[config.mk]
export PLATFORM = sky130hd
export DESIGN_NAME = aes_job_sched
export DESIGN_NICKNAME = d
export VERILOG_FILES = /design/src/rtl/aes_job_sched.sv
export SDC_FILE = /design/constraint.sdc
export NUM_CORES = 1
export LEC_CHECK = 0
export BUFFER_PORTS_ARGS = -buffer_cell sky130_fd_sc_hd__buf_2
export CAP_MARGIN = 20
export CORE_AREA = 2 2 568 570
export CTS_BUF_LIST = sky130_fd_sc_hd__clkbuf_4 sky130_fd_sc_hd__clkbuf_8
export DETAILED_ROUTE_END_ITERATION = 6
export DIE_AREA = 0 0 570 572
export PLACE_DENSITY = 0.3
export SYNTH_ARGS = -nofsm -noshare
export SYNTH_HDL_FRONTEND = slang
export SYNTH_SLANG_ARGS = --single-unit
[constraint.sdc]
create_clock -name clk -period 8.5 [get_ports clk]
set_clock_uncertainty 0.15 [all_clocks]
set_input_delay 1.7 -clock clk [delete_from_list [all_inputs] [get_ports clk]]
set_output_delay 1.7 -clock clk [all_outputs]
set_load 0.02 [all_outputs]
[src/rtl/aes_job_sched.sv]
`default_nettype none
// ============================================================================
// aes_job_sched : round-robin job scheduler in front of one shared AES engine
// Rev 1.0
// ============================================================================
module aes_job_sched #(
  parameter int MAX_OUTST = 4
) (
  input  logic         clk,
  input  logic         rst,
  input  logic [1:0]   ReqVld,
  input  logic [511:0] ReqKey,
  input  logic [3:0]   ReqKsz,
  input  logic [1:0]   ReqEnc,
  output logic [1:0]   ReqGnt,
  input  logic [255:0] BlkIn,
  input  logic [1:0]   BlkVld,
  input  logic [1:0]   BlkLast,
  output logic [1:0]   BlkRdy,
  output logic [127:0] OutData,
  output logic         OutVld,
  output logic         OutCh,
  output logic         OutLast,
  input  logic         OutStall,
  output logic         AesAes128,
  output logic         AesAes192,
  output logic         AesAes256,
  output logic [255:0] AesKeyIn,
  output logic         AesKeyInitVld,
  output logic         AesEncryptEn,
  output logic [127:0] AesCiphIn,
  output logic         AesCiphInVld,
  output logic         AesCiphInLast,
  input  logic         AesKeyInitStall,
  input  logic         AesCiphInStall,
  input  logic [127:0] AesCiphOut,
  input  logic         AesCiphOutVld,
  output logic         AesCiphOutStall,
  output logic         Busy,
  output logic         Err
);
  localparam int            CW    = $clog2(MAX_OUTST + 1);
  localparam logic [CW-1:0] C_MAX = CW'(MAX_OUTST);
  localparam logic [CW-1:0] C_ONE = CW'(1);

  typedef enum logic [1:0] {
    IDLE  = 2'd0,
    KEY   = 2'd1,
    DATA  = 2'd2,
    DRAIN = 2'd3
  } state_t;

  state_t        state_q, state_d;
  logic          sel_q, sel_d;
  logic          rr_q, rr_d;
  logic          last_sent_q, last_sent_d;
  logic          err_q, err_d;
  logic          enc_q, enc_d;
  logic [1:0]    ksz_q, ksz_d;
  logic [255:0]  key_q, key_d;
  logic [CW-1:0] outst_q, outst_d;

  logic win, credit, in_open, rdy, xfer, out_hs, dec;

  always_comb begin
    state_d       = state_q;
    sel_d         = sel_q;
    rr_d          = rr_q;
    last_sent_d   = last_sent_q;
    enc_d         = enc_q;
    ksz_d         = ksz_q;
    key_d         = key_q;
    ReqGnt        = 2'b00;
    BlkRdy        = 2'b00;
    AesKeyInitVld = 1'b0;

    credit        = (outst_q < C_MAX);
    in_open       = (state_q == DATA) && credit;
    rdy           = in_open & ~AesCiphInStall;
    AesCiphInVld  = in_open & BlkVld[sel_q];
    AesCiphInLast = in_open & BlkLast[sel_q];
    BlkRdy[sel_q] = rdy;
    xfer          = rdy & BlkVld[sel_q];

    // A result with nothing outstanding is flagged but never underflows the count
    out_hs = AesCiphOutVld & ~OutStall;
    dec    = out_hs & (outst_q != '0);
    err_d  = err_q | (AesCiphOutVld & (outst_q == '0));
    case ({xfer, dec})
      2'b10:   outst_d = outst_q + C_ONE;
      2'b01:   outst_d = outst_q - C_ONE;
      default: outst_d = outst_q;
    endcase

    win = (ReqVld == 2'b11) ? rr_q : ReqVld[1];

    case (state_q)
      IDLE: begin
        if (|ReqVld) begin
          ReqGnt[win] = 1'b1;
          sel_d       = win;
          key_d       = win ? ReqKey[511:256] : ReqKey[255:0];
          ksz_d       = win ? ReqKsz[3:2] : ReqKsz[1:0];
          enc_d       = ReqEnc[win];
          state_d     = KEY;
        end
      end
      KEY: begin
        AesKeyInitVld = 1'b1;
        if (!AesKeyInitStall) state_d = DATA;
      end
      DATA: begin
        if (xfer && BlkLast[sel_q]) begin
          last_sent_d = 1'b1;
          state_d     = DRAIN;
        end
      end
      DRAIN: begin
        // Leave on the cycle of the final handshake so the next grant is not delayed
        if (outst_d == '0) begin
          state_d     = IDLE;
          rr_d        = ~sel_q;
          last_sent_d = 1'b0;
        end
      end
      default: state_d = IDLE;
    endcase
  end

  always_ff @(posedge clk) begin
    if (rst) begin
      state_q     <= IDLE;
      sel_q       <= 1'b0;
      rr_q        <= 1'b0;
      last_sent_q <= 1'b0;
      err_q       <= 1'b0;
      enc_q       <= 1'b0;
      ksz_q       <= 2'b00;
      key_q       <= '0;
      outst_q     <= '0;
    end else begin
      state_q     <= state_d;
      sel_q       <= sel_d;
      rr_q        <= rr_d;
      last_sent_q <= last_sent_d;
      err_q       <= err_d;
      enc_q       <= enc_d;
      ksz_q       <= ksz_d;
      key_q       <= key_d;
      outst_q     <= outst_d;
    end
  end

  assign AesCiphIn       = sel_q ? BlkIn[255:128] : BlkIn[127:0];
  assign AesKeyIn        = key_q;
  assign AesEncryptEn    = enc_q;
  assign AesAes128       = (ksz_q == 2'b00);
  assign AesAes192       = (ksz_q == 2'b01);
  assign AesAes256       = ksz_q[1];
  assign OutData         = AesCiphOut;
  assign OutVld          = AesCiphOutVld;
  assign OutCh           = sel_q;
  assign OutLast         = AesCiphOutVld & last_sent_q & (outst_q == C_ONE);
  assign AesCiphOutStall = OutStall;
  assign Busy            = (state_q != IDLE);
  assign Err             = err_q;

endmodule
`default_nettype wire
==> results of run 1 <==
[through the flow]
step           power (W)  area [µm²]  hold WS, ps  cells
2_1_floorplan   0.003545       12820        336.8   1287
3_3_place_gp    0.004999       22610        301.6   6431
3_5_place_dp    0.005021       22610        324.8   6431
4_1_cts         0.006991       24020        335.3   6540
5_1_grt         0.007159       24260        359.0   6636
6_report        0.006768       24330        327.8   6662
[cell type report]
type,count,area [µm²],share of cell area
Sequential cell,268,5369,0.2207
Inverter,10,37.54,0.001543
Tap cell,4200,5255,0.2160
Clock inverter,11,168.9,0.006943
Antenna cell,122,305.3,0.01255
Timing Repair Buffer,1204,6131,0.2520
Clock buffer,98,1242,0.05107
Multi-Input combinational cell,749,5819,0.2392
[state kept, by name, indices dropped and copies added (netlist names)]
name,flops
AesEncryptEn,1
AesKeyIn,256
Err,1
OutCh,1
ksz_q,2
last_sent_q,1
outst_q,3
rr_q,1
state_q,2
[logic make-up (layout without fill, tap and decap cells)]
group                    Yosys count  count (layout)  share of synthesized area
AO/OA/AOI/OAI                    280             280                     0.2086
AND/OR/NAND/NOR                  295             295                    0.09136
other                              0             122                          0
flip-flops                       268             268                     0.4185
buffers and inverters            270            1323                     0.1307
multiplexers                     162             162                     0.1391
adder cells (fa/ha/maj)           12              12                    0.01171
[power by group through the flow]
stage                     Clock (W)  Combinational, W  Sequential [W]
final                       0.00185           0.00308         0.00183
after detailed placement          0           0.00317         0.00185
after CTS                   0.00199           0.00317         0.00183
after global placement            0           0.00315         0.00185
after floorplan                   0           0.00133         0.00221
after global routing        0.00201           0.00328         0.00187
[worst max-delay path, cell delays in order]
cell and delay [ps]:
buf_2 130, inv_2 50, o21ai_4 100, buf_4 480, and2_4 510, buf_2 250
[routing by layer]
metal	vias up	part of all wire
met5	-	0.0038
met4	112	0.068
met2	1626	0.45
met1	7844	0.35
li1	7047	-
met3	691	0.14
[layout by cell type, fill, tap and decap left out, types with 2 or more instances in the layout]
cell type and n:
nand2b_1 3, bufinv_16 4, clkinv_2 3, a222oi_1 228, clkbuf_4 17, o21a_1 2, mux2i_2 2, clkbuf_8 81
inv_2 2, buf_12 4, o21ai_0 2, buf_4 14, nor2_1 271, nor2b_1 3, o21ai_4 2, mux2_2 129
a22oi_1 2, a211oi_1 32, diode_2 122, nor2_4 2, dfxtp_1 267, inv_1 8, nand2_1 2, a21oi_1 4
ha_1 12, mux2i_1 31, buf_2 1185, inv_6 3
[worst min-delay path by stage]
stage,startpoint,slack (ps),cells past startpoint,end
floorplan,state_q[1]$_SDFFE_PP0P_,340,2,state_q[1]$_SDFFE_PP0P_
global placement,Err$_SDFF_PP0_,300,2,Err$_SDFF_PP0_
detailed placement,Err$_SDFF_PP0_,320,2,Err$_SDFF_PP0_
CTS,Err$_SDFF_PP0_,340,2,Err$_SDFF_PP0_
global route,Err$_SDFF_PP0_,360,2,Err$_SDFF_PP0_
finish,Err$_SDFF_PP0_,330,2,Err$_SDFF_PP0_
==> results.md, run 1 <==
- Clk_lat worst skew: 820 ps
- 1st-pass router iterations: 7
- Vias post-DR: 17320
- CTS Buf Count: 70
- Final setup vio count: 0
- R2R cell count: 9
- Yosys warns: 0
- Switch share: 0.4660
- Top Ports: 1443
- Starting Density: 0.04008
- RSZ-0062 raised after global routing: no
- Reg2reg setup slack: 4590 ps
- Die H: 572 µm
- First-pass GRT wire length: 229200 µm
- Origin of the critical flop-to-flop path: state_q[0]$_SDFFE_PP0P_
- Peak fanout along the critical path: 33
- Power Density: 278.2 nW/µm²
- Slew HR: 0.2038
- Synth unique cells: 46
- Post-DR wirelength/cell: 29.64 µm
- Status: finished, violations left
- Largest net degree at the start of global routing: 128
- Post-route clock period utilization: 0.6031
- Largest cells by area after synthesis: dfxtp_1, a222oi_1, mux2_2
- Top FF cell, synth: dfxtp_1
- Filler instances: 37753
- Initial antenna violation count: 299
- DRT antenna net count: 0
- Post-CTS resize count: 0
- Asr flop ratio synth: 0
- Fmax: 0.1951 GHz
- CP arrival: 3280 ps
- Setup crit start kind: input port
- Clock sinks: 268
- Clock share of power: 0.273
- Failing checks: design-rule violations
- Most used routing layer: met2
- Seq/Total Area, Yosys: 0.4185
- FF-to-FF End: AesKeyIn[27]$_SDFFE_PP0P_
- Crit path from: ReqVld[0]
- Max-slew violation count: 0
- Met2 Track Usage GR: 0.1837
- DIE WIDTH: 570 µm
- DRC: 8
- Hold Crit Class: reg2reg
- Synth Cell Area: 12820 µm²
- GP Congestion: 0.9194
- Clock-pin slew on the worst setup and hold paths: 40 ps
- I/O Buffers: 1186
- Most instantiated cells after synthesis: nor2_1, dfxtp_1, a222oi_1, buf_4, mux2_2
- Floorplan row count: 208
- #FFs+latches synth: 268
- Syn Inst Count: 1287
- P_sw: 0.003154 W
- CTS hold repair buffers: 0
- Worst slew pin tran: 1161 ps
- Top cell type's share of synthesized area: 0.4185
- Hpwl dp: 176100 µm
- Fin util: 0.07606
- Met3 Use GR: 0.06645
- Net count after synthesis: 2213
- GRT Overall Usage: 0.1155
- Tmin final: 5126 ps
- Biggest area consumer among synthesized cells: dfxtp_1
- # Post-CTS Setup Buffers: 0
- Post-Syn Area per Cell: 9.960 µm²
- CP endpoint: ReqGnt[0]
- Post-route setup slack: 3374 ps
- Core Area: 319800 µm²
- First-iteration detailed-routing DRC count: 1408
- # H-tree levels: 3
- Final net count: 3229
- Vias in the first global route: 16236
- Kind of critical path: in2out
- Layout area overhead: 89.79%
- DP Worst Slack: 3188 ps
- CTS root buf: clkbuf_8
- Pleak: 10.01 nW
- Number of flops mapped to enable cells by yosys: 0
- CTS tree: yes
- Worst-case clock buffer depth: 4
- Total gr overflow: 0
- Fraction of layout cells with a size suffix above 1: 0.6226
- Int Power: 0.003614 W
- GR Layer Usage met1: 0.1173
- Final hold vios: 0
- Crit end category: output port
- Final wirelength: 197500 µm
- WP data required: 6650 ps
- Count leader, synth: nor2_1
- Area of the die: 326000 µm²
- Via density: 2.600
- Sequential share of power: 0.271
- Peak VDD IR: 0.1647 mV
- Setup TNS: 0 ps
- Max-cap violations: 0
- Comb pwr share: 0.456
(Power assumes the default switching activity.)
==> run 2, diff against run 1 <==
--- a/config.mk
+++ b/config.mk
@@ -7,10 +7,10 @@
 export LEC_CHECK = 0
 export BUFFER_PORTS_ARGS = -buffer_cell sky130_fd_sc_hd__buf_2
 export CAP_MARGIN = 20
-export CORE_AREA = 2 2 568 570
+export CORE_AREA = 2 2 558 560
 export CTS_BUF_LIST = sky130_fd_sc_hd__clkbuf_4 sky130_fd_sc_hd__clkbuf_8
 export DETAILED_ROUTE_END_ITERATION = 6
-export DIE_AREA = 0 0 570 572
+export DIE_AREA = 0 0 560 562
 export PLACE_DENSITY = 0.3
 export SYNTH_ARGS = -nofsm -noshare
 export SYNTH_HDL_FRONTEND = slang
==> constraint.sdc (replaced) <==
create_clock -name clk -period 5.3 [get_ports clk]
set_clock_uncertainty 0.15 [all_clocks]
set_input_delay 1.06 -clock clk [delete_from_list [all_inputs] [get_ports clk]]
set_output_delay 1.06 -clock clk [all_outputs]
set_load 0.02 [all_outputs]
==> results.md, run 2 (synthesis results as in run 1) <==
- Total gr overflow: 0 (unchanged)
- Finished Layout Cells: 6566 (-1.4%)
- Post-route setup slack: 1099 ps (-2275 ps)
- Setup TNS: 0 ps (unchanged)
- Starting Density: 0.04157 (+0.001496)
- CTS Buf Count: 73 (+4.3%)
- Placed Area: 22620 µm² (about the same)
- Pleak: 10.13 nW (+1.2%)
- Post-route clock period utilization: 0.7926
- Commonest non-fill, non-tap cell in the layout: buf_2
- CTS hold repair buffers: 0 (unchanged)
- Top Ports: 1443 (unchanged)
- # H-tree levels: 3 (unchanged)
- Filler instances: 36432 (-3.5%)
- Clock sinks: 268 (unchanged)
- Failing checks: design-rule violations
- Power Density: 461.3 nW/µm² (+66%)
- Hold endpoint: AesKeyIn[80]$_SDFFE_PP0P_
- Worst-case clock buffer depth: 4 (unchanged)
- Final setup vio count: 0 (unchanged)
- Origin of the critical flop-to-flop path: OutCh$_SDFFE_PP0P_
- Most frequent cells in the layout: buf_2, nor2_1, dfxtp_1
- Layout area overhead: 90.25%
- Sequential share of power: 0.263 (-0.008)
- GP Congestion: 0.8636 (-6.1%)
- Worst slew pin tran: 1130 ps (-31.26 ps)
- FF-to-FF End: last_sent_q$_SDFFE_PP0P_
- Fraction of layout cells with a size suffix above 1: 0.6261 (+0.003463)
- Core Area: 308300 µm² (-3.6%)
- Final hold vios: 0 (unchanged)
- Max reg flops: 256 (unchanged)
- R2R cell count: 10 (+1)
- Multi-input logic area: 5822 µm² (about the same)
- DIE WIDTH: 560 µm (-1.8%)
- 1st-pass router iterations: 7 (unchanged)
- First-pass GRT wire length: 231200 µm (+0.84%)
- Max-slew violation count: 0 (unchanged)
- Peak VDD IR: 0.2243 mV (+36%)
- Kind of critical path: reg2out
- I/O Buffers: 1186 (unchanged)
- Vias post-DR: 17208 (-0.65%)
- Clock share of power: 0.285 (+0.012)
- P_sw: 0.005257 W (+67%)
- Final wirelength: 196700 µm (-0.42%)
- Post-CTS resize count: 0 (unchanged)
- DRC: 43 (+35)
- Hpwl dp: 175400 µm (-0.40%)
- Int Power: 0.005993 W (+66%)
- Storage cell area: 5369 µm² (unchanged)
- DP Worst Slack: 1492 ps (-1697 ps)
- WP data required: 4090 ps (-2560 ps)
- Floorplan row count: 204 (-1.9%)
- Reg2reg setup slack: 1660 ps (-2930 ps)
- Hold path cells: 3 (+1)
- Area of the die: 314700 µm² (-3.5%)
- Slew HR: 0.2468 (+0.04299)
- RSZ-0062 raised after global routing: no
- Status: finished, violations left
- # Post-CTS Setup Buffers: 0 (unchanged)
- Switch share: 0.4673 (+0.001316)
- Setup crit start kind: register
- Clock-pin slew on the worst setup and hold paths: 60 ps (+20 ps)
- Vias in the first global route: 16421 (+1.1%)
- Hold path startpoint: ReqKey[336]
- Comb pwr share: 0.452 (-0.004)
- CTS tree: yes
- DRT antenna net count: 0 (unchanged)
- Clk_lat worst skew: 910 ps (+90 ps)
- Post-DR wirelength/cell: 29.95 µm (+1.0%)
- Die H: 562 µm (-1.7%)
- Largest net degree at the start of global routing: 121 (-5.5%)
- First-iteration detailed-routing DRC count: 1572 (+12%)
- Via density: 2.621 (+0.81%)
- Fmax: 0.2380 GHz
- Post-route cell area: 24390 µm² (+0.24%)
- CTS root buf: clkbuf_8
- Final net count: 3239 (+0.31%)
- Initial antenna violation count: 290 (-3.0%)
- CP arrival: 2990 ps (-290 ps)
- Placed cell count: 6358 (-1.1%)
- Max-cap violations: 0 (unchanged)
- GRT Overall Usage: 0.1194 (+0.003959)
- Tmin final: 4201 ps
- Crit end category: output port
- Hold Crit Class: in2reg
- Peak fanout along the critical path: 89 (+170%)
## run 2: how the worst max path moves through the flow
stage | startpoint | end | slack [ps] | cells after the start
after floorplan | AesCiphInStall | last_sent_q$_SDFFE_PP0P_ | 2020 | 7
after global routing | OutCh$_SDFFE_PP0P_ | AesCiphIn[110] | 860 | 3
after global placement | AesCiphInStall | BlkRdy[0] | 940 | 4
after detailed placement | BlkVld[1] | last_sent_q$_SDFFE_PP0P_ | 1490 | 11
final | OutCh$_SDFFE_PP0P_ | AesCiphIn[110] | 1100 | 3
after CTS | OutCh$_SDFFE_PP0P_ | AesCiphIn[111] | 800 | 3
## run 2: per-layer routing
metal / part of all wire / routed length, µm / GRT usage / vias up
met1: 0.37 / 73250 / 0.1301 / 7794
met2: 0.44 / 87320 / 0.1920 / 1630
met4: 0.061 / 11950 / 0.05848 / 108
li1: - / - / - / 7048
met5: 0.0037 / 720 / 0 / -
met3: 0.12 / 23420 / 0.05921 / 628
## run 2: final cells by class
type	count	share of cell area
Inverter	10	0.001539
Clock inverter	19	0.01077
Tap cell	4120	0.2114
Clock buffer	102	0.05295
Antenna cell	87	0.008927
Multi-Input combinational cell	749	0.2387
Timing Repair Buffer	1211	0.2556
Sequential cell	268	0.2202
## run 2: power by group through the flow
stage / Combinational (W) / Clock, W / Sequential, W
floorplan: 0.00213 / 0 / 0.00355
global placement: 0.00522 / 0 / 0.00300
detailed placement: 0.00526 / 0 / 0.00300
CTS: 0.00527 / 0.00345 / 0.00297
global route: 0.00540 / 0.00349 / 0.00303
finish: 0.00508 / 0.00321 / 0.00296
## run 2: worst max-delay path, cell delays in order, from the launching register on
cell and delay [ps]:
dfxtp_4 780, buf_12 390, mux2_2 400, buf_2 230
## run 2: metrics by stage
stage / hold slack [ps] / total power (W) / utilization
6_report: 247.8 / 0.01125 / 0.07909
5_1_grt: 145.1 / 0.01192 / 0.07878
3_3_place_gp: 305.6 / 0.008223 / 0.07325
3_5_place_dp: 324.1 / 0.008264 / 0.07335
4_1_cts: 55.63 / 0.01169 / 0.07839
2_1_floorplan: 336.8 / 0.005686 / -
